===== src/rtl/reg_write_port_if.sv =====
// Bundle of the ALU/MDU writeback requests and the register-file write side
// seen by reg_write_port.
interface reg_write_port_if #(
    parameter int REG_WIDTH     = 8,
    parameter int REG_DIR_WIDTH = 3
);
    logic                     alu_valid;
    logic [REG_DIR_WIDTH-1:0] alu_dir;
    logic [REG_WIDTH-1:0]     alu_data;
    logic                     mdu_valid;
    logic [REG_DIR_WIDTH-1:0] mdu_dir;
    logic [REG_WIDTH-1:0]     mdu_data;
    logic                     mdu_ready;
    logic [REG_DIR_WIDTH-1:0] writer;
    logic [REG_WIDTH-1:0]     writedata;
    logic                     RegWrite;
    logic [1:0]               pend_cnt;

    modport master (
        output alu_valid, alu_dir, alu_data,
        output mdu_valid, mdu_dir, mdu_data,
        input  mdu_ready, writer, writedata, RegWrite, pend_cnt
    );

    modport slave (
        input  alu_valid, alu_dir, alu_data,
        input  mdu_valid, mdu_dir, mdu_data,
        output mdu_ready, writer, writedata, RegWrite, pend_cnt
    );
endinterface


===== src/rtl/reg_write_port.sv =====
// Register-file write port arbitrating a single-cycle ALU against a multi-cycle
// unit; MDU results wait in a 2-entry FIFO and are squashed by newer ALU writes.
module reg_write_port #(
    parameter int REG_WIDTH     = 8,
    parameter int REG_DIR_WIDTH = 3
) (
    input logic             clk,
    input logic             rst,
    reg_write_port_if.slave bus
);

    logic [REG_DIR_WIDTH-1:0] qdir  [2];
    logic [REG_WIDTH-1:0]     qdata [2];
    logic [1:0]               qvld;
    logic                     wptr;
    logic                     rptr;
    logic [1:0]               cnt;

    logic                     alu_eff;
    logic                     mdu_ready;
    logic                     push;
    logic                     pop;

    logic                     wr_en;
    logic [REG_DIR_WIDTH-1:0] wr_dir;
    logic [REG_WIDTH-1:0]     wr_data;

    // Readiness depends only on occupancy so it never combinationally loops
    // through the pop decision.
    assign mdu_ready = (cnt < 2'd2);
    assign alu_eff   = bus.alu_valid && (bus.alu_dir != '0);
    assign push      = bus.mdu_valid && mdu_ready && (bus.mdu_dir != '0);
    assign pop       = !alu_eff && (cnt != 2'd0);

    // Squash runs before the push so an MDU result arriving alongside an ALU
    // write to the same register stays valid as the newer value.
    always_ff @(posedge clk or negedge rst) begin
        if (!rst) begin
            for (int i = 0; i < 2; i++) begin
                qdir[i]  <= '0;
                qdata[i] <= '0;
            end
            qvld <= 2'b00;
            wptr <= 1'b0;
            rptr <= 1'b0;
            cnt  <= 2'd0;
        end else begin
            if (alu_eff) begin
                for (int i = 0; i < 2; i++) begin
                    if (qdir[i] == bus.alu_dir) begin
                        qvld[i] <= 1'b0;
                    end
                end
            end
            if (push) begin
                qdir[wptr]  <= bus.mdu_dir;
                qdata[wptr] <= bus.mdu_data;
                qvld[wptr]  <= 1'b1;
                wptr        <= ~wptr;
            end
            if (pop) begin
                rptr <= ~rptr;
            end
            cnt <= cnt + {1'b0, push} - {1'b0, pop};
        end
    end

    always_ff @(posedge clk or negedge rst) begin
        if (!rst) begin
            wr_en   <= 1'b0;
            wr_dir  <= '0;
            wr_data <= '0;
        end else if (alu_eff) begin
            wr_en   <= 1'b1;
            wr_dir  <= bus.alu_dir;
            wr_data <= bus.alu_data;
        end else if (pop && qvld[rptr]) begin
            wr_en   <= 1'b1;
            wr_dir  <= qdir[rptr];
            wr_data <= qdata[rptr];
        end else begin
            wr_en <= 1'b0;
        end
    end

    assign bus.mdu_ready = mdu_ready;
    assign bus.RegWrite  = wr_en;
    assign bus.writer    = wr_dir;
    assign bus.writedata = wr_data;
    assign bus.pend_cnt  = cnt;

endmodule


===== src/flat_wrapper.sv =====
// flat-port wrapper written by rule: the top's interface ports become plain ports
module reg_write_port_flat 
#(
    parameter int REG_WIDTH     = 8,
    parameter int REG_DIR_WIDTH = 3
)
  (clk, rst, bus_alu_valid, bus_alu_dir, bus_alu_data, bus_mdu_valid, bus_mdu_dir, bus_mdu_data, bus_mdu_ready, bus_writer, bus_writedata, bus_RegWrite, bus_pend_cnt);
  reg_write_port_if #(.REG_WIDTH(REG_WIDTH), .REG_DIR_WIDTH(REG_DIR_WIDTH)) bus_i ();
  input logic clk;
  input logic rst;
  input wire logic [$bits(bus_i.alu_valid)-1:0] bus_alu_valid;
  input wire logic [$bits(bus_i.alu_dir)-1:0] bus_alu_dir;
  input wire logic [$bits(bus_i.alu_data)-1:0] bus_alu_data;
  input wire logic [$bits(bus_i.mdu_valid)-1:0] bus_mdu_valid;
  input wire logic [$bits(bus_i.mdu_dir)-1:0] bus_mdu_dir;
  input wire logic [$bits(bus_i.mdu_data)-1:0] bus_mdu_data;
  output wire logic [$bits(bus_i.mdu_ready)-1:0] bus_mdu_ready;
  output wire logic [$bits(bus_i.writer)-1:0] bus_writer;
  output wire logic [$bits(bus_i.writedata)-1:0] bus_writedata;
  output wire logic [$bits(bus_i.RegWrite)-1:0] bus_RegWrite;
  output wire logic [$bits(bus_i.pend_cnt)-1:0] bus_pend_cnt;
  assign bus_i.alu_valid = bus_alu_valid;
  assign bus_i.alu_dir = bus_alu_dir;
  assign bus_i.alu_data = bus_alu_data;
  assign bus_i.mdu_valid = bus_mdu_valid;
  assign bus_i.mdu_dir = bus_mdu_dir;
  assign bus_i.mdu_data = bus_mdu_data;
  assign bus_mdu_ready = bus_i.mdu_ready;
  assign bus_writer = bus_i.writer;
  assign bus_writedata = bus_i.writedata;
  assign bus_RegWrite = bus_i.RegWrite;
  assign bus_pend_cnt = bus_i.pend_cnt;
  reg_write_port #(.REG_WIDTH(REG_WIDTH), .REG_DIR_WIDTH(REG_DIR_WIDTH)) u_core (.clk(clk), .rst(rst), .bus(bus_i));
endmodule

===== config.mk =====
export PLATFORM = sky130hd
export DESIGN_NAME = reg_write_port_flat
export DESIGN_NICKNAME = d
export VERILOG_FILES = /design/src/rtl/reg_write_port_if.sv /design/src/rtl/reg_write_port.sv /design/src/flat_wrapper.sv
export SDC_FILE = /design/constraint.sdc
export NUM_CORES = 1
export LEC_CHECK = 0
export CAP_MARGIN = 20
export CELL_PAD_IN_SITES_DETAIL_PLACEMENT = 1
export CELL_PAD_IN_SITES_GLOBAL_PLACEMENT = 1
export CORE_MARGIN = 3
export CORE_UTILIZATION = 38
export DETAILED_ROUTE_END_ITERATION = 10
export PLACE_DENSITY_LB_ADDON = 0.08
export SYNTH_ARGS = -nofsm -noshare
export SYNTH_HDL_FRONTEND = slang
export SYNTH_SLANG_ARGS = --single-unit

===== constraint.sdc =====
create_clock -name clk -period 1.7 [get_ports clk]
set_input_delay 0.34 -clock clk [delete_from_list [all_inputs] [get_ports clk]]
set_output_delay 0.34 -clock clk [all_outputs]
set_load 0.1 [all_outputs]

==> reports/results.ini, run 1 <==
[outcome]
status = completed

[floorplanning]
core_area_um2 = 5300
io_pins = 41
die_h_um = 81.6
start_util_pct = 40.9
rows = 26
die-area_um2 = 6650
die_x_um = 81.6

[setup_path]
path_max_fanout = 7
endpoint_kind = register
cp.arrival_ns = 1.83
path_class = in -> reg
critPathLaunchType = primary input
cp_data_required_time_ns = 1.89

[synth]
synth_area_per_cell_um2 = 13.9
syn_area_um2 = 2170
ys_types = 33
ys_ff_latch = 40
syn_inst = 156
yosys-top-cells-area = dfrtp_1 (46%), mux2_4 (12%), a2111oi_4 (8.9%), o31ai_1 (4.2%), mux2_2 (3.1%)
synth.largest_area_cell = dfrtp_1
ys.flop_type = dfrtp_1
yosysWarnings = 0
synth_edf_count = 0
synth_nets = 184
synthArstFlopShare_pct = 100
ys_seq_area_share_pct = 46.1
synth_top_cell_area_share_pct = 46.1

[cells_and_area]
design_area_um2 = 3080
diodes = 0
utilization_pct = 58.1
drive_above_1_share_pct = 41.3
fin_nets = 245
instances_no_fill = 288
syn2layout_area_growth_pct = 42.0

[drt]
drc_errors = 0
wl_per_cell_um = 18.8
drt-total-wl_mm = 5.40
ant_nets = 0
drt_iter0_markers = 65
vias = 1501
firstDrtPassIters = 4
avgViaCountPerCell = 5.21

[timing]
holdWs_ns = 0.426
max_freq_ghz = 0.610
post-route-period-util_pct = 96.4
rsz0062_at_grt = no
setup_viol = 0
min_period_ns = 1.64
slew_headroom_pct = 66.0
hold_viol_final = 0
worst_slew_pin_slew_ns = 0.506
skew_ns = 0.00475
slew_violations = 0

[global_routing]
track_usage_pct = 18.0
grt_pass1_vias = 1732
antenna_found_initial = 0
grt_max_degree = 25
grt_overflow = 0
grt_pass1_wl_mm = 8.93

[clocking]
htreeDepth = 2
cts_tree = built
cts_buffer_depth = 2
root_buffer = clkbuf_8
cts_sinks = 40
cts_buffers = 5
clkLatencyLatePin_ns = 0.30
path_clk_slew_ns = 0.08

[placement]
gp_congestion = 0.800
portBuffers = 40
dpl.cell_count = 277
placed_area_um2 = 2930
dp_hpwl_mm = 4.06

[job]
drv_cap = 0

[worst_hold_path]
min_path_type = in -> reg

==> routing by layer <==
layer / share of wire [%] / wire (um) / up-vias / GRT usage, %
li1: - / - / 693 / -
met1: 44 / 2390 / 771 / 22.9
met2: 51 / 2740 / 30 / 30.3
met3: 3.5 / 187 / 7 / 3.73
met4: 1.6 / 85 / 0 / 6.25
met5: 0 / 0 / - / 0
==> state kept, by name, indices dropped and copies added (netlist names) <==
| register | flops |
|---|---|
| u_core.bus.RegWrite | 1 |
| u_core.bus.pend_cnt | 2 |
| u_core.bus.writedata | 8 |
| u_core.bus.writer | 3 |
| u_core.qdata | 16 |
| u_core.qdir | 6 |
| u_core.qvld | 2 |
| u_core.rptr | 1 |
| u_core.wptr | 1 |
==> synth_stat cells (3+ instances only) <==
cell type	count
a2111oi_4	7
mux2_4	18
mux2_2	6
xnor2_1	5
o31ai_1	12
a21oi_1	10
nand2_1	12
xor2_1	5
inv_1	3
buf_6	4
nor2b_1	9
dfrtp_1	40
==> cells by family (layout without fill, tap and decap cells) <==
group                    Yosys count  in the layout  synth area share [%]
AO/OA/AOI/OAI                     37             37                  18.8
XOR/XNOR                          10             10                  4.04
AND/OR/NAND/NOR                   30             30                  9.34
buffers and inverters             12             74                  4.50
multiplexers                      25             25                  16.0
flip-flops                        40             40                  46.1
adder cells (fa/ha/maj)            2              2                  1.15
==> cell type report <==
class,count,area (um2)
fill,513,2220
multi-input combinational,104,1100
sequential,40,1010
timing repair buffer,63,757
tap,70,87.6
clock buffer,5,68.8
clock inverter,3,46.3
inverter,3,11.3
==> critical path, cell delays in order <==
cell and delay (ns):
clkdlybuf4s50_1 0.46, nor3_4 0.30, nand4bb_4 0.26, buf_12 0.16
mux2_4 0.30
==> layout by cell type (no fill, tap or decap), drive strengths merged, types with 2 or more instances in the layout <==
| cell | instances |
|---|---|
| a2111oi | 10 |
| a21oi | 10 |
| buf | 38 |
| clkbuf | 5 |
| clkdlybuf4s50 | 20 |
| dfrtp | 40 |
| dlygate4sd2 | 3 |
| ha | 2 |
| inv | 4 |
| mux2 | 24 |
| nand2 | 12 |
| nor2 | 2 |
| nor2b | 9 |
| o31ai | 12 |
| xnor2 | 5 |
| xor2 | 5 |
==> worst paths after layout <==
check / from / endpoint / slack, ns / cells past startpoint
max in group asynchronous: rst / u_core.bus.pend_cnt[0] / 0.70 / 3
hold / removal: bus_alu_valid / u_core.bus.writer[2] / 0.43 / 4
setup / recovery: bus_mdu_dir[1] / u_core.qdir[1] / 0.06 / 5
min in group asynchronous: rst / u_core.bus.writer[0] / 0.51 / 2
hold reg to reg: u_core.qdata[13] / u_core.qdata[13] / 0.50 / 1
setup reg to reg: u_core.bus.pend_cnt[0] / u_core.bus.pend_cnt[1] / 0.12 / 7
==> stage by stage <==
step	setup slack [ns]	TNS, ns
after global placement	-0.337	-5.00
after floorplan	-0.177	-0.198
after CTS	0.00902	0
after global routing	0.0188	0
final	0.0604	0
after detailed placement	-0.399	-6.05
==> timing repair <==
action / CTS / global route
endpoints found under the hold margin: 16 / 0
cloned: 0 / 0
buffers inserted: 1 / 1
pin swaps: 3 / 1
hold buffers: 1 / 0
setup endpoints to repair: 10 / 1
resized for setup: 5 / 1
Power of run 1 is left out: the tool's default activity adds up to more than one toggle a clock period on the data nets, which glitch-free logic cannot reach.
==> inputs of run 2 (changes only) <==
Settings changed: CAP_MARGIN 20 to default.
==> results of run 2 <==
Final layout, timing and power as in run 1 (identical DEF).
Power of run 2 is left out for the same reason.
==> inputs of run 3 (changes only) <==
Settings changed: MAX_ROUTING_LAYER from default to met4.
==> reports/results.ini, run 3 (synthesis results as in run 1) <==
[placement]
portBuffers = 40  ; unchanged
placed_area_um2 = 2930  ; unchanged
pre_cts_ws_ns = -0.399  ; unchanged
gp_congestion = 0.812  ; was 0.800
dp_hpwl_mm = 4.06  ; unchanged

[timing]
max_freq_ghz = 0.610  ; about the same
slew_violations = 0  ; unchanged
holdWs_ns = 0.425  ; was 0.426 ns
min_period_ns = 1.64  ; about the same
setup_slack_ns = 0.0605  ; was 0.0604 ns
skew_ns = 0.00502  ; was 0.00475 ns
worst_slew_pin_slew_ns = 0.501  ; was 0.506 ns
post-route-period-util_pct = 96.4  ; about the same
setup_viol = 0  ; unchanged
slew_headroom_pct = 66.3  ; was 66.0%
rsz0062_at_grt = no  ; unchanged
hold_viol_final = 0  ; unchanged

[cells_and_area]
final_cell_mix = dfrtp_1 (38), clkdlybuf4s50_1 (20), buf_4 (19)  ; unchanged
design_area_um2 = 3080  ; unchanged
drive_above_1_share_pct = 41.3  ; unchanged
top_register = u_core.qdata  ; unchanged
multi_input_area_um2 = 1100  ; unchanged
diodes = 0  ; unchanged
layout_commonest_cell = dfrtp_1  ; unchanged
regArea_um2 = 1010  ; unchanged
largest_register_ffs = 16  ; unchanged
utilization_pct = 58.1  ; unchanged
fill_cells = 513  ; unchanged
fin_nets = 245  ; unchanged
syn2layout_area_growth_pct = 42.0  ; unchanged

[setup_path]
critPathLaunchType = primary input  ; unchanged
slowest_stage = clkdlybuf4s50_1  ; unchanged
cp_data_required_time_ns = 1.89  ; about the same
cp_top_family = buffers and inverters  ; unchanged
path_class = in -> reg  ; unchanged
crit_chain = clkdlybuf4s50_1 -> nor3_4 -> nand4bb_4 -> buf_12 -> mux2_4  ; unchanged
path_max_fanout = 7  ; unchanged
cpPeakStageDelay_ns = 0.47  ; was 0.46 ns
endpoint_kind = register  ; unchanged
cp.arrival_ns = 1.83  ; about the same
crit_buf_inv = 2  ; unchanged

[floorplanning]
die_h_um = 81.6  ; unchanged
io_pins = 41  ; unchanged
die-area_um2 = 6650  ; unchanged
core_area_um2 = 5300  ; unchanged
rows = 26  ; unchanged
start_util_pct = 40.9  ; unchanged
die_x_um = 81.6  ; unchanged

[drt]
firstDrtPassIters = 4  ; unchanged
drt-total-wl_mm = 5.40  ; about the same
avgViaCountPerCell = 5.23  ; was 5.21
drt_iter0_markers = 60  ; was 65
wl_per_cell_um = 18.7  ; was 18.8 um
drc_errors = 0  ; unchanged
ant_nets = 0  ; unchanged
vias = 1506  ; was 1501

[clocking]
htreeDepth = 2  ; unchanged
cts_buffers = 5  ; unchanged
root_buffer = clkbuf_8  ; unchanged
cts_tree = built  ; unchanged
clkLatencyLatePin_ns = 0.30  ; about the same
cts_buffer_depth = 2  ; unchanged
cts_sinks = 40  ; unchanged
path_clk_slew_ns = 0.08  ; about the same

[worst_hold_path]
min_path_type = in -> reg  ; unchanged

[global_routing]
grt_max_degree = 25  ; unchanged
antenna_found_initial = 0  ; unchanged
grt_pass1_wl_mm = 8.94  ; was 8.93 mm
track_usage_pct = 18.5  ; was 18.0%
grt_pass1_vias = 1734  ; was 1732
grt_overflow = 0  ; unchanged

[job]
drv_cap = 0  ; unchanged

[outcome]
status = completed  ; unchanged

-- run 3: cell counts in the layout (fill, tap and decap cells not counted) --
Identical to the previous run, type by type.
-- run 3: worst reg2reg max path: cells and delay by family, from the launching register on --
family,cells,cell delay [ns]
DFF,1,0.52
adders and majority gates,2,0.45
xor gates and xnor gates,2,0.26
and+or+nand+nor,2,0.20
buffers and inverters,1,0.04
-- run 3: repair_timing --
| action | in CTS | in global routing |
|---|---|---|
| hold buffers | 1 | 0 |
| resized for setup | 5 | 1 |
| hold endpoints to repair | 16 | 0 |
| pin swaps | 3 | 1 |
| buffers inserted | 1 | 1 |
| setup endpoints to repair | 10 | 1 |
-- run 3: final timing paths --
check	startpoint	endpoint	slack, ns	cells after the start
setup / recovery	bus_mdu_dir[1]	u_core.qdir[1]	0.06	5
hold / removal	bus_alu_valid	u_core.bus.writer[2]	0.43	4
setup reg to reg	u_core.bus.pend_cnt[0]	u_core.bus.pend_cnt[1]	0.12	7
hold reg to reg	u_core.qdata[13]	u_core.qdata[13]	0.50	1
max in group asynchronous	rst	u_core.bus.pend_cnt[1]	0.69	3
min in group asynchronous	rst	u_core.bus.writer[0]	0.51	2
-- run 3: per-stage QoR --
step,std cells,setup TNS [ns]
finish,288,0
global route,288,0
detailed placement,277,-6.05
global placement,277,-5.00
CTS,287,0
floorplan,156,-0.198
-- run 3: cell type report --
cell class	instances	area share, %
well taps	70	2.84
repair buffers	63	24.6
clock inverters	3	1.50
flip-flops and latches	40	32.7
inverters	3	0.366
multi-input cells	104	35.7
clock buffers	5	2.23
-- run 3: metal layers --
| layer | global-route usage (%) | vias to the layer above | share of wire (%) |
|---|---|---|---|
| met5 | - | - | 0 |
| met4 | 6.25 | 0 | 1.6 |
| met3 | 3.73 | 7 | 3.5 |
| met2 | 30.4 | 30 | 52 |
| met1 | 22.8 | 776 | 43 |
| li1 | - | 693 | - |
Power of run 3 is left out for the same reason.
